[src/rtl/btb_update_ctrl_pkg.sv]
// -----------------------------------------------------------------------------
// btb_update_ctrl_pkg
// Shared definitions for the BTB write-side controller.
//   - Default BTB geometry (index width, address width, update queue depth).
//   - Controller state encoding (BTBU_CLEAR / BTBU_RUN).
//   - Width of one packed update entry {tag, target, taken}.
//   - Saturating 16-bit increment used by the optional perf counters.
// -----------------------------------------------------------------------------
package btb_update_ctrl_pkg;

    localparam int BTB_TAG_W      = 10;  // BTB index width, 2^BTB_TAG_W entries
    localparam int BTB_ADDR_W     = 32;  // instruction address width
    localparam int BTB_FIFO_DEPTH = 4;   // update queue depth (power of two, >= 2)

    typedef enum logic {
        BTBU_CLEAR = 1'b0,  // invalidation sweep over every BTB entry
        BTBU_RUN   = 1'b1   // draining resolved branch updates
    } btbu_state_e;

    // An update entry is packed as {tag, target, taken}.
    function automatic int upd_entry_w(input int tag_w, input int addr_w);
        return tag_w + addr_w + 1;
    endfunction

    // Increment that sticks at all-ones instead of wrapping.
    function automatic logic [15:0] sat_inc16(input logic [15:0] val, input logic en);
        if (en && (val != 16'hFFFF)) begin
            return val + 16'd1;
        end
        return val;
    endfunction

endpackage

[src/rtl/btb_upd_fifo.sv]
// -----------------------------------------------------------------------------
// btb_upd_fifo
// Synchronous FIFO holding branch-resolution updates until the BTB write port
// is free. Push and pop may occur in the same cycle (occupancy unchanged, also
// when full). flush discards the contents by clearing pointers and count.
//
// Ports:
//   clk, rst_n  clock, asynchronous active-low pointer/count reset
//   push, din   write din when not full (or when a pop frees a slot)
//   pop         retire the head entry when not empty
//   flush       empty the FIFO on the next edge (wins over push/pop)
//   dout        head entry (valid when !empty)
//   full, empty, count  occupancy status
// -----------------------------------------------------------------------------
module btb_upd_fifo #(
    parameter int WIDTH = 8,
    parameter int DEPTH = 4
) (
    input  logic                     clk,
    input  logic                     rst_n,
    input  logic                     push,
    input  logic                     pop,
    input  logic                     flush,
    input  logic [WIDTH-1:0]         din,
    output logic [WIDTH-1:0]         dout,
    output logic                     full,
    output logic                     empty,
    output logic [$clog2(DEPTH):0]   count
);

    localparam int PTR_W = $clog2(DEPTH);

    logic [WIDTH-1:0] mem_q [DEPTH];
    logic [PTR_W-1:0] wr_ptr_q, wr_ptr_d;
    logic [PTR_W-1:0] rd_ptr_q, rd_ptr_d;
    logic [PTR_W:0]   count_q, count_d;
    logic             do_push, do_pop;

    assign full  = (count_q == (PTR_W+1)'(DEPTH));
    assign empty = (count_q == '0);
    assign count = count_q;
    assign dout  = mem_q[rd_ptr_q];

    // A full FIFO still accepts a push when the same cycle pops the head.
    assign do_pop  = pop && !empty && !flush;
    assign do_push = push && (!full || do_pop) && !flush;

    always_comb begin
        // NOTE: every variable gets a default first so no path infers a latch.
        wr_ptr_d = wr_ptr_q;
        rd_ptr_d = rd_ptr_q;
        count_d  = count_q;
        if (flush) begin
            wr_ptr_d = '0;
            rd_ptr_d = '0;
            count_d  = '0;
        end else begin
            if (do_push) wr_ptr_d = wr_ptr_q + PTR_W'(1);
            if (do_pop)  rd_ptr_d = rd_ptr_q + PTR_W'(1);
            case ({do_push, do_pop})
                2'b10:   count_d = count_q + (PTR_W+1)'(1);
                2'b01:   count_d = count_q - (PTR_W+1)'(1);
                default: count_d = count_q;
            endcase
        end
    end

    // NOTE: state flops use non-blocking assignments so all flops sample the
    // same pre-edge values.
    always_ff @(posedge clk or negedge rst_n) begin
        if (!rst_n) begin
            wr_ptr_q <= '0;
            rd_ptr_q <= '0;
            count_q  <= '0;
        end else begin
            wr_ptr_q <= wr_ptr_d;
            rd_ptr_q <= rd_ptr_d;
            count_q  <= count_d;
        end
    end

    // NOTE: storage has no reset; entries are only read after being written,
    // so resetting the pointers is enough and the array maps to plain RAM.
    always_ff @(posedge clk) begin
        if (do_push) begin
            mem_q[wr_ptr_q] <= din;
        end
    end

endmodule

[src/rtl/btb_update_ctrl.sv]
// -----------------------------------------------------------------------------
// btb_update_ctrl
// Write-side controller of the branch target buffer. Resolved branch updates
// from EX are queued in btb_upd_fifo and drained into the single BTB write
// port one per cycle. After reset and on flush_req the controller sweeps every
// BTB index with an invalidating write before updates are accepted again.
//
// Ports:
//   cpu_clk_50M, cpu_rst_n         clock, asynchronous active-low reset
//   upd_valid/pc_tag/target/taken  resolved branch from EX
//   upd_ready                      update accepted when upd_valid is high
//   flush_req                      one-cycle pulse: invalidate the whole BTB
//   wr_req/clr/pc_tag/predicted_pc/jump_state  registered BTB write port
//   lookup_block                   fetch must treat BTB output as not-taken
//   sweep_busy                     invalidation sweep in progress
//
// Optional build macro BTB_UPD_PERF_EN adds saturating 16-bit counters:
//   perf_upd_cnt (update writes), perf_drop_cnt (upd_valid && !upd_ready
//   cycles), perf_flush_cnt (flush_req pulses). Cleared by reset only.
// -----------------------------------------------------------------------------
module btb_update_ctrl
    import btb_update_ctrl_pkg::*;
#(
    parameter int TAG_W      = BTB_TAG_W,
    parameter int ADDR_W     = BTB_ADDR_W,
    parameter int FIFO_DEPTH = BTB_FIFO_DEPTH
) (
    input  logic              cpu_clk_50M,
    input  logic              cpu_rst_n,
    input  logic              upd_valid,
    input  logic [TAG_W-1:0]  upd_pc_tag,
    input  logic [ADDR_W-1:0] upd_target,
    input  logic              upd_taken,
    output logic              upd_ready,
    input  logic              flush_req,
    output logic              wr_req,
    output logic              wr_clr,
    output logic [TAG_W-1:0]  wr_pc_tag,
    output logic [ADDR_W-1:0] wr_predicted_pc,
    output logic              wr_jump_state,
    output logic              lookup_block,
    output logic              sweep_busy
`ifdef BTB_UPD_PERF_EN
    ,
    output logic [15:0]       perf_upd_cnt,
    output logic [15:0]       perf_drop_cnt,
    output logic [15:0]       perf_flush_cnt
`endif
);

    localparam int ENTRY_W = upd_entry_w(TAG_W, ADDR_W);
    localparam int CNT_W   = $clog2(FIFO_DEPTH) + 1;

    btbu_state_e       state_q, state_d;
    // One bit wider than the index: the carry into the MSB marks the last
    // sweep write.
    logic [TAG_W:0]    sweep_cnt_q, sweep_cnt_d, sweep_cnt_inc;

    logic              wr_req_q, wr_req_d;
    logic              wr_clr_q, wr_clr_d;
    logic [TAG_W-1:0]  wr_pc_tag_q, wr_pc_tag_d;
    logic [ADDR_W-1:0] wr_predicted_pc_q, wr_predicted_pc_d;
    logic              wr_jump_state_q, wr_jump_state_d;

    logic               fifo_push, fifo_pop, fifo_flush;
    logic               fifo_full, fifo_empty;
    logic [ENTRY_W-1:0] fifo_din, fifo_dout;
    // Occupancy is not needed here; full/empty carry all the control.
    logic [CNT_W-1:0]   fifo_count_unused;

    // ------------------------------------------------------------------
    // Update queue
    // ------------------------------------------------------------------
    assign upd_ready = (state_q == BTBU_RUN) && !fifo_full && !flush_req;
    assign fifo_push = upd_valid && upd_ready;
    assign fifo_din  = {upd_pc_tag, upd_target, upd_taken};

    btb_upd_fifo #(
        .WIDTH (ENTRY_W),
        .DEPTH (FIFO_DEPTH)
    ) u_fifo (
        .clk   (cpu_clk_50M),
        .rst_n (cpu_rst_n),
        .push  (fifo_push),
        .pop   (fifo_pop),
        .flush (fifo_flush),
        .din   (fifo_din),
        .dout  (fifo_dout),
        .full  (fifo_full),
        .empty (fifo_empty),
        .count (fifo_count_unused)
    );

    // ------------------------------------------------------------------
    // Sweep / drain FSM and next write-port values
    // ------------------------------------------------------------------
    assign sweep_cnt_inc = sweep_cnt_q + (TAG_W+1)'(1);

    always_comb begin
        state_d           = state_q;
        sweep_cnt_d       = sweep_cnt_q;
        wr_req_d          = 1'b0;
        wr_clr_d          = 1'b0;
        wr_pc_tag_d       = '0;
        wr_predicted_pc_d = '0;
        wr_jump_state_d   = 1'b0;
        fifo_pop          = 1'b0;
        fifo_flush        = 1'b0;

        case (state_q)
            BTBU_CLEAR: begin
                wr_req_d    = 1'b1;
                wr_clr_d    = 1'b1;
                wr_pc_tag_d = sweep_cnt_q[TAG_W-1:0];
                if (flush_req) begin
                    // Restart the sweep; indices already cleared get cleared again.
                    sweep_cnt_d = '0;
                end else if (sweep_cnt_inc[TAG_W]) begin
                    sweep_cnt_d = '0;
                    state_d     = BTBU_RUN;
                end else begin
                    sweep_cnt_d = sweep_cnt_inc;
                end
            end
            BTBU_RUN: begin
                if (flush_req) begin
                    // Queued updates are stale; the sweep that follows
                    // overwrites anything already written this cycle.
                    fifo_flush  = 1'b1;
                    sweep_cnt_d = '0;
                    state_d     = BTBU_CLEAR;
                end else if (!fifo_empty) begin
                    fifo_pop = 1'b1;
                    wr_req_d = 1'b1;
                    {wr_pc_tag_d, wr_predicted_pc_d, wr_jump_state_d} = fifo_dout;
                end
            end
            default: begin
                state_d = BTBU_CLEAR;
            end
        endcase
    end

    always_ff @(posedge cpu_clk_50M or negedge cpu_rst_n) begin
        if (!cpu_rst_n) begin
            state_q           <= BTBU_CLEAR;
            sweep_cnt_q       <= '0;
            wr_req_q          <= 1'b0;
            wr_clr_q          <= 1'b0;
            wr_pc_tag_q       <= '0;
            wr_predicted_pc_q <= '0;
            wr_jump_state_q   <= 1'b0;
        end else begin
            state_q           <= state_d;
            sweep_cnt_q       <= sweep_cnt_d;
            wr_req_q          <= wr_req_d;
            wr_clr_q          <= wr_clr_d;
            wr_pc_tag_q       <= wr_pc_tag_d;
            wr_predicted_pc_q <= wr_predicted_pc_d;
            wr_jump_state_q   <= wr_jump_state_d;
        end
    end

    assign wr_req          = wr_req_q;
    assign wr_clr          = wr_clr_q;
    assign wr_pc_tag       = wr_pc_tag_q;
    assign wr_predicted_pc = wr_predicted_pc_q;
    assign wr_jump_state   = wr_jump_state_q;

    // Predictions are unusable during the sweep and in the flush cycle itself.
    assign lookup_block = (state_q == BTBU_CLEAR) || flush_req;
    assign sweep_busy   = (state_q == BTBU_CLEAR);

`ifdef BTB_UPD_PERF_EN
    // ------------------------------------------------------------------
    // Performance counters (survive flush, cleared by reset)
    // ------------------------------------------------------------------
    logic [15:0] perf_upd_cnt_q,   perf_upd_cnt_d;
    logic [15:0] perf_drop_cnt_q,  perf_drop_cnt_d;
    logic [15:0] perf_flush_cnt_q, perf_flush_cnt_d;

    always_comb begin
        perf_upd_cnt_d   = sat_inc16(perf_upd_cnt_q, wr_req_d && !wr_clr_d);
        perf_drop_cnt_d  = sat_inc16(perf_drop_cnt_q, upd_valid && !upd_ready);
        perf_flush_cnt_d = sat_inc16(perf_flush_cnt_q, flush_req);
    end

    always_ff @(posedge cpu_clk_50M or negedge cpu_rst_n) begin
        if (!cpu_rst_n) begin
            perf_upd_cnt_q   <= '0;
            perf_drop_cnt_q  <= '0;
            perf_flush_cnt_q <= '0;
        end else begin
            perf_upd_cnt_q   <= perf_upd_cnt_d;
            perf_drop_cnt_q  <= perf_drop_cnt_d;
            perf_flush_cnt_q <= perf_flush_cnt_d;
        end
    end

    assign perf_upd_cnt   = perf_upd_cnt_q;
    assign perf_drop_cnt  = perf_drop_cnt_q;
    assign perf_flush_cnt = perf_flush_cnt_q;
`endif

endmodule

[config.mk]
export PLATFORM = sky130hd
export DESIGN_NAME = btb_update_ctrl
export DESIGN_NICKNAME = d
export VERILOG_FILES = /design/src/rtl/btb_update_ctrl_pkg.sv /design/src/rtl/btb_upd_fifo.sv /design/src/rtl/btb_update_ctrl.sv
export SDC_FILE = /design/constraint.sdc
export NUM_CORES = 1
export LEC_CHECK = 0
export CORE_MARGIN = 8
export CORE_UTILIZATION = 40
export DETAILED_ROUTE_END_ITERATION = 8
export SLEW_MARGIN = 5
export SYNTH_ARGS = -nofsm -noshare
export SYNTH_HDL_FRONTEND = slang
export SYNTH_HIERARCHICAL = 1
export SYNTH_SLANG_ARGS = --single-unit
[constraint.sdc]
create_clock -name cpu_clk_50M -period 3.7 [get_ports cpu_clk_50M]
set_input_delay 0.74 -clock cpu_clk_50M [delete_from_list [all_inputs] [get_ports cpu_clk_50M]]
set_output_delay 0.74 -clock cpu_clk_50M [all_outputs]
set_load 0.02 [all_outputs]
==> results of run 1 <==
## state kept, by name, indices dropped and copies added (netlist names), 2 cells and up
register / count
u_fifo/count: 3
wr_pc_tag: 10
u_fifo/rd_ptr_q: 2
wr_predicted_pc: 32
u_fifo/wr_ptr_q: 2
sweep_cnt_q: 10
u_fifo/mem_q: 172
## final cells by class
| class | count | area [µm²] |
|---|---|---|
| Clock buffer | 32 | 692 |
| Clock inverter | 14 | 91.3 |
| Fill cell | 1814 | 10800 |
| Inverter | 12 | 45.0 |
| Multi-Input combinational cell | 187 | 1930 |
| Sequential cell | 235 | 6750 |
| Tap cell | 280 | 350 |
| Timing Repair Buffer | 105 | 1070 |
## through the flow
step | instances | hold WS [ns]
detailed placement | 819 | 0.549
CTS | 865 | 0.352
floorplan | 456 | 0.444
global route | 865 | 0.388
finish | 865 | 0.333
global placement | 819 | 0.544
## kinds of logic after synthesis
| group | count (synthesis) |
|---|---|
| AOI/OAI and AO/OA | 32 |
| xor gates and xnor gates | 8 |
| adders and majority gates | 6 |
| buffers and inverters | 34 |
| DFF | 235 |
| muxes | 45 |
| and+or+nand+nor | 96 |
## critical path: cells and delay by family, from the launching register on
kind	cells	cell delay (ns)
buffers and inverters	1	0.62
DFF	1	0.58
and+or+nand+nor	3	0.43
## placed cells by master, fill, tap and decap left out, types with 4 or more instances in the layout
cell and count:
xnor2_1 5, clkbuf_8 4, nand3_1 9, and2_1 36, clkinv_2 7, a21oi_1 7
nor2_1 13, inv_1 11, nor3_1 4, edfxtp_1 172, nand2_1 11, clkbuf_16 25
and2_2 4, mux4_2 43, clkdlybuf4s50_1 93, dfrtp_1 61, o21ai_0 7, ha_1 5
buf_12 4, buf_4 8
## report_power, final
part / leakage (nW) / internal, mW / switching, mW / total, mW
clock network: 0.391 / 1.33 / 1.00 / 2.33
registers: 2.40 / 2.85 / 0.0708 / 2.92
logic: 1.04 / 0.156 / 0.0858 / 0.242
total: 3.84 / 4.33 / 1.16 / 5.49
## metal layers
layer / part of all wire / up-vias / GRT usage
met5: 0 / - / 0
met4: 0.024 / 0 / 0.0328
met3: 0.055 / 29 / 0.0297
met2: 0.47 / 120 / 0.201
met1: 0.45 / 2244 / 0.174
li1: - / 1972 / -
## path summary, 6_finish.rpt
check	endpoint	start	cells past startpoint	slack, ns
min in group cpu_clk_50M	sweep_cnt_q[9]$_DFFE_PN0P_	sweep_cnt_q[9]$_DFFE_PN0P_	2	0.57
max reg2reg	u_fifo/mem_q[1][6]$_DFFE_PP_	u_fifo/count[1]$_DFFE_PN0P_	8	0.94
min reg2reg	sweep_cnt_q[9]$_DFFE_PN0P_	sweep_cnt_q[9]$_DFFE_PN0P_	2	0.57
max	upd_ready	u_fifo/count[1]$_DFFE_PN0P_	4	0.82
max in group asynchronous	u_fifo/rd_ptr_q[0]$_DFFE_PN0P_	cpu_rst_n	1	2.73
min	wr_predicted_pc[4]$_DFF_PN0_	cpu_rst_n	1	0.33
==> flow_summary.ini, run 1 <==
[logic_synthesis]
synthXorXnorAreaFrac = 0.00793
yosysTopAreaCellShare = 0.584
ys_warn_count = 6
synth_top_family_by_area = multiplexers
ys_seq_elements = 235
synthDistinctLibCells = 49
yosys_most_used_dff = edfxtp_1
yosys.area.top_type = edfxtp_1
synth_area_leaders = edfxtp_1, dfrtp_1, mux4_2, and2_1, ha_1
async_flop_share = 0.268
synthTopCellsByCount = edfxtp_1, dfrtp_1, mux4_2
synth.mux.area_fraction = 0.112
syn_area_mm2 = 0.00884
synth_edf_count = 172
synth_adder_area_share = 0.00934
synth_cells = 456
yosys.area_share.simple = 0.0634
syn_area_per_cell_um2 = 19.4
yosys.cell_count.top_type = edfxtp_1
ys_seq_area_frac = 0.763
synth-compound-area-share = 0.0241
syn_nets = 509

[setup_path]
cp.required_ns = 2.96
slowest_delay_ns = 0.62
crit_path_end_kind = primary output
crit_fanout = 10
crit_path_frequent_cell = nor2_1
startpoint_type = flop
crit_type = reg2out
arrival_ns = 2.14
path_cells = nor2_1, and2_1, nor2_1, clkdlybuf4s50_1
slowest_stage = clkdlybuf4s50_1

[clock_network]
cts_root_buf = clkbuf_16
hold_buffers = 0
cts_tree = done
cts.path.max_buffers = 3
htreeDepth = 1
cts_buffers = 25
cts_sinks = 235
post_cts.repair.setup_buffers = 0
clkLatencyLatePin_ns = 0.53
cts.repair.resized = 0
cts.clk_slew.worst_paths_ns = 0.06

[timing]
fin_crit_sh = 0.778
fin_ws_ns = 0.820
clock_skew_ns = 0.0150
setup_viol = 0
clock.fmax_ghz = 0.347
rsz0062_at_grt = false
drv_slew = 0
max-slew-margin-rel = 0.238
hold_violations = 0
min_period_ns = 2.88
worstMarginPinSlew_ns = 1.14
fin_tns_setup_ns = 0

[final_layout]
antennaDiodeCount = 0
layout.nets = 619
layout-drive-gt1-share = 0.185
area_delta_synth_final_pct = 23.6
postLayoutCoreUtil = 0.502
final_area_mm2 = 0.0109

[routing]
drt_iter0_drc = 271
drcViolationCount = 0
final_antenna_net_count = 0
vias_per_cell = 5.05
firstDrtPassIters = 4
wl_per_cell_um = 19.7
wl_mm = 17.0
num_vias = 4365

[worst_hold_path]
hp-class = in2async

[pwr]
vdd_drop_max_mv = 0.297
p_total_mw = 5.49
pwr_density_cell_mw_per_mm2 = 503
p_leak_nw = 3.84

[global_route]
grt_usage = 0.127
antenna_found_initial = 0
globalRouteOverflowTotal = 0
grt_pass1_wl_mm = 26.7
grt_pass1_vias = 4754
grt_max_degree = 64

[placed_design]
place.gp.congestion = 0.748
post-place-ws_ns = 0.473
placed_area_mm2 = 0.0101
hpwlAfterDp_mm = 10.2
port_buffers = 94

[floorplanning]
die_h_um = 165
core_area_mm2 = 0.0218
rows = 54
die_w_um = 165
ios = 95
start_util = 0.406
fp.dieArea_mm2 = 0.0271

[run]
cap_violations = 0

[status]
outcome = complete, no violations
No activity file was read; power rests on OpenSTA's default activity.
==> run 2: changes to the inputs <==
==> constraint.sdc (replaced) <==
create_clock -name cpu_clk_50M -period 2.5 [get_ports cpu_clk_50M]
set_input_delay 0.5 -clock cpu_clk_50M [delete_from_list [all_inputs] [get_ports cpu_clk_50M]]
set_output_delay 0.5 -clock cpu_clk_50M [all_outputs]
set_load 0.02 [all_outputs]
==> run 2 against run 1 <==
- flip-flop and latch count is the same
- wire length grew 4.7%
- register-to-register slack lost 0.70 ns
- largest power group unchanged
- critical endpoint unchanged
- critical path depth grew 1
- first-iteration DRC count shrank 3.3%
- critical path type unchanged
==> flow_summary.ini, run 2 (synthesized netlist as in run 1, its figures left out) <==
[timing]
hold_violations = 0
fin_crit_sh = 0.925
drv_slew = 0
rsz0062_at_grt = false
clock_skew_ns = 0.0277
max-slew-margin-rel = 0.444
min_period_ns = 2.31
setup_viol = 0
holdWs_ns = 0.0871
fin_ws_ns = 0.189
worstMarginPinSlew_ns = 0.834
clock.fmax_ghz = 0.433

[pwr]
p_leak_nw = 3.97
vdd_drop_max_mv = 0.444
pwr_density_cell_mw_per_mm2 = 727

[run]
cap_violations = 0

[clock_network]
htreeDepth = 1
cts.clk_slew.worst_paths_ns = 0.06
cts_sinks = 235
clkLatencyLatePin_ns = 0.54
post_cts.repair.setup_buffers = 0
cts_tree = done
cts.path.max_buffers = 3
cts_root_buf = clkbuf_16
cts_buffers = 25

[final_layout]
area_delta_synth_final_pct = 26.7
largest_reg_flops = 172
postLayoutCoreUtil = 0.515
layout.nets = 643
largest-register = u_fifo/mem_q
antennaDiodeCount = 0
layout-drive-gt1-share = 0.217
final.fill_count = 1741
final_common_cell = edfxtp_1
final_cell_mix = edfxtp_1, clkdlybuf4s50_1, dfrtp_1
final_area_mm2 = 0.0112
instances_no_fill = 889

[routing]
wl_mm = 17.8
drt_iter0_drc = 262
firstDrtPassIters = 4
vias_per_cell = 5.04
wl_per_cell_um = 20.0
drcViolationCount = 0
num_vias = 4479
final_antenna_net_count = 0

[global_route]
grt_pass1_wl_mm = 28.1
grt_max_degree = 64
globalRouteOverflowTotal = 0
grt_usage = 0.135
grt_pass1_vias = 4959
antenna_found_initial = 1

[placed_design]
placed_cells = 843
place.gp.congestion = 0.784
port_buffers = 94
post-place-ws_ns = -0.147
hpwlAfterDp_mm = 11.3
placed_area_mm2 = 0.0104

[setup_path]
critPathBufInv = 2
path_delay_family = flip-flops
slowest_delay_ns = 0.45
crit_fanout = 5
cp.required_ns = 2.00
crit_type = reg2out
startpoint_type = flop
arrival_ns = 1.81
slowest_stage = dfrtp_2
path_cells = nor2_1, and2_1, nor2_4, buf_4, dlygate4sd2_1
crit_path_end_kind = primary output

[floorplanning]
start_util = 0.406
die_h_um = 165
fp.dieArea_mm2 = 0.0271
core_area_mm2 = 0.0218
die_w_um = 165
ios = 95
rows = 54

[worst_hold_path]
hp-class = in2async

[status]
outcome = complete, no violations
[run 2: changes by cell type in the layout (fill, tap and decap cells not counted), moves of 4 or more]
cell,change
and2_4,+4
clkbuf_8,-4
buf_4,+17
and2_2,-4
buf_12,+7
[run 2: cell type report]
| class | count | area, µm² | area share |
|---|---|---|---|
| Sequential cell | 235 | 6750 | 0.603 |
| Multi-Input combinational cell | 187 | 1950 | 0.174 |
| Timing Repair Buffer | 129 | 1340 | 0.120 |
| Clock buffer | 30 | 644 | 0.0575 |
| Tap cell | 280 | 350 | 0.0313 |
| Clock inverter | 16 | 120 | 0.0107 |
| Inverter | 12 | 45.0 | 0.00402 |
[run 2: worst paths after layout]
kind | startpoint | endpoint | slack (ns) | depth (start not counted)
setup reg to reg | u_fifo/count[0]$_DFFE_PN0P_ | u_fifo/count[2]$_DFFE_PN0P_ | 0.24 | 7
setup / recovery | u_fifo/count[0]$_DFFE_PN0P_ | upd_ready | 0.19 | 5
min in group cpu_clk_50M | sweep_cnt_q[9]$_DFFE_PN0P_ | sweep_cnt_q[9]$_DFFE_PN0P_ | 0.54 | 2
hold / removal | cpu_rst_n | wr_predicted_pc[5]$_DFF_PN0_ | 0.09 | 1
hold reg to reg | sweep_cnt_q[9]$_DFFE_PN0P_ | sweep_cnt_q[9]$_DFFE_PN0P_ | 0.54 | 2
max in group asynchronous | cpu_rst_n | u_fifo/rd_ptr_q[0]$_DFFE_PN0P_ | 1.79 | 1
[run 2: what timing repair did]
| action | 4_1_cts | 5_1_grt |
|---|---|---|
| pin swaps | 0 | 0 |
| hold buffers | 0 | 0 |
| setup endpoints to repair | 1 | 1 |
| gates resized for setup | 2 | 1 |
[run 2: routing by layer]
metal  global-route usage  vias up  share of wire  routed length (µm)
met2                0.217      106           0.48                8570
met4               0.0377        0          0.018                 312
li1                     -     2021              -                   -
met5                    0        -              0                   0
met1                0.182     2327           0.45                7960
met3               0.0314       25          0.053                 952
[run 2: power breakdown]
group          total, mW  switching [mW]  internal [mW]  leakage [nW]
Combinational      0.468           0.204          0.264          1.20
Sequential          4.26          0.0479           4.21          2.40
Clock               3.41            1.46           1.95         0.377
Total               8.14            1.71           6.43          3.97
[run 2: metrics by stage]
stage / power (mW) / setup TNS [ns]
after CTS: 8.23 / 0
after global placement: 4.81 / -16.79
final: 8.14 / 0
after detailed placement: 4.82 / -19.37
after global routing: 8.43 / 0
after floorplan: 4.59 / 0
[run 2: worst register-to-register path, stage by stage, from the launching register on]
cell and delay, ns:
dfrtp_2 0.45, nor3_2 0.33, nor3_4 0.09, o31ai_1 0.10, nor3_1 0.11, fa_1 0.40, or4_1 0.53, a31oi_1 0.18
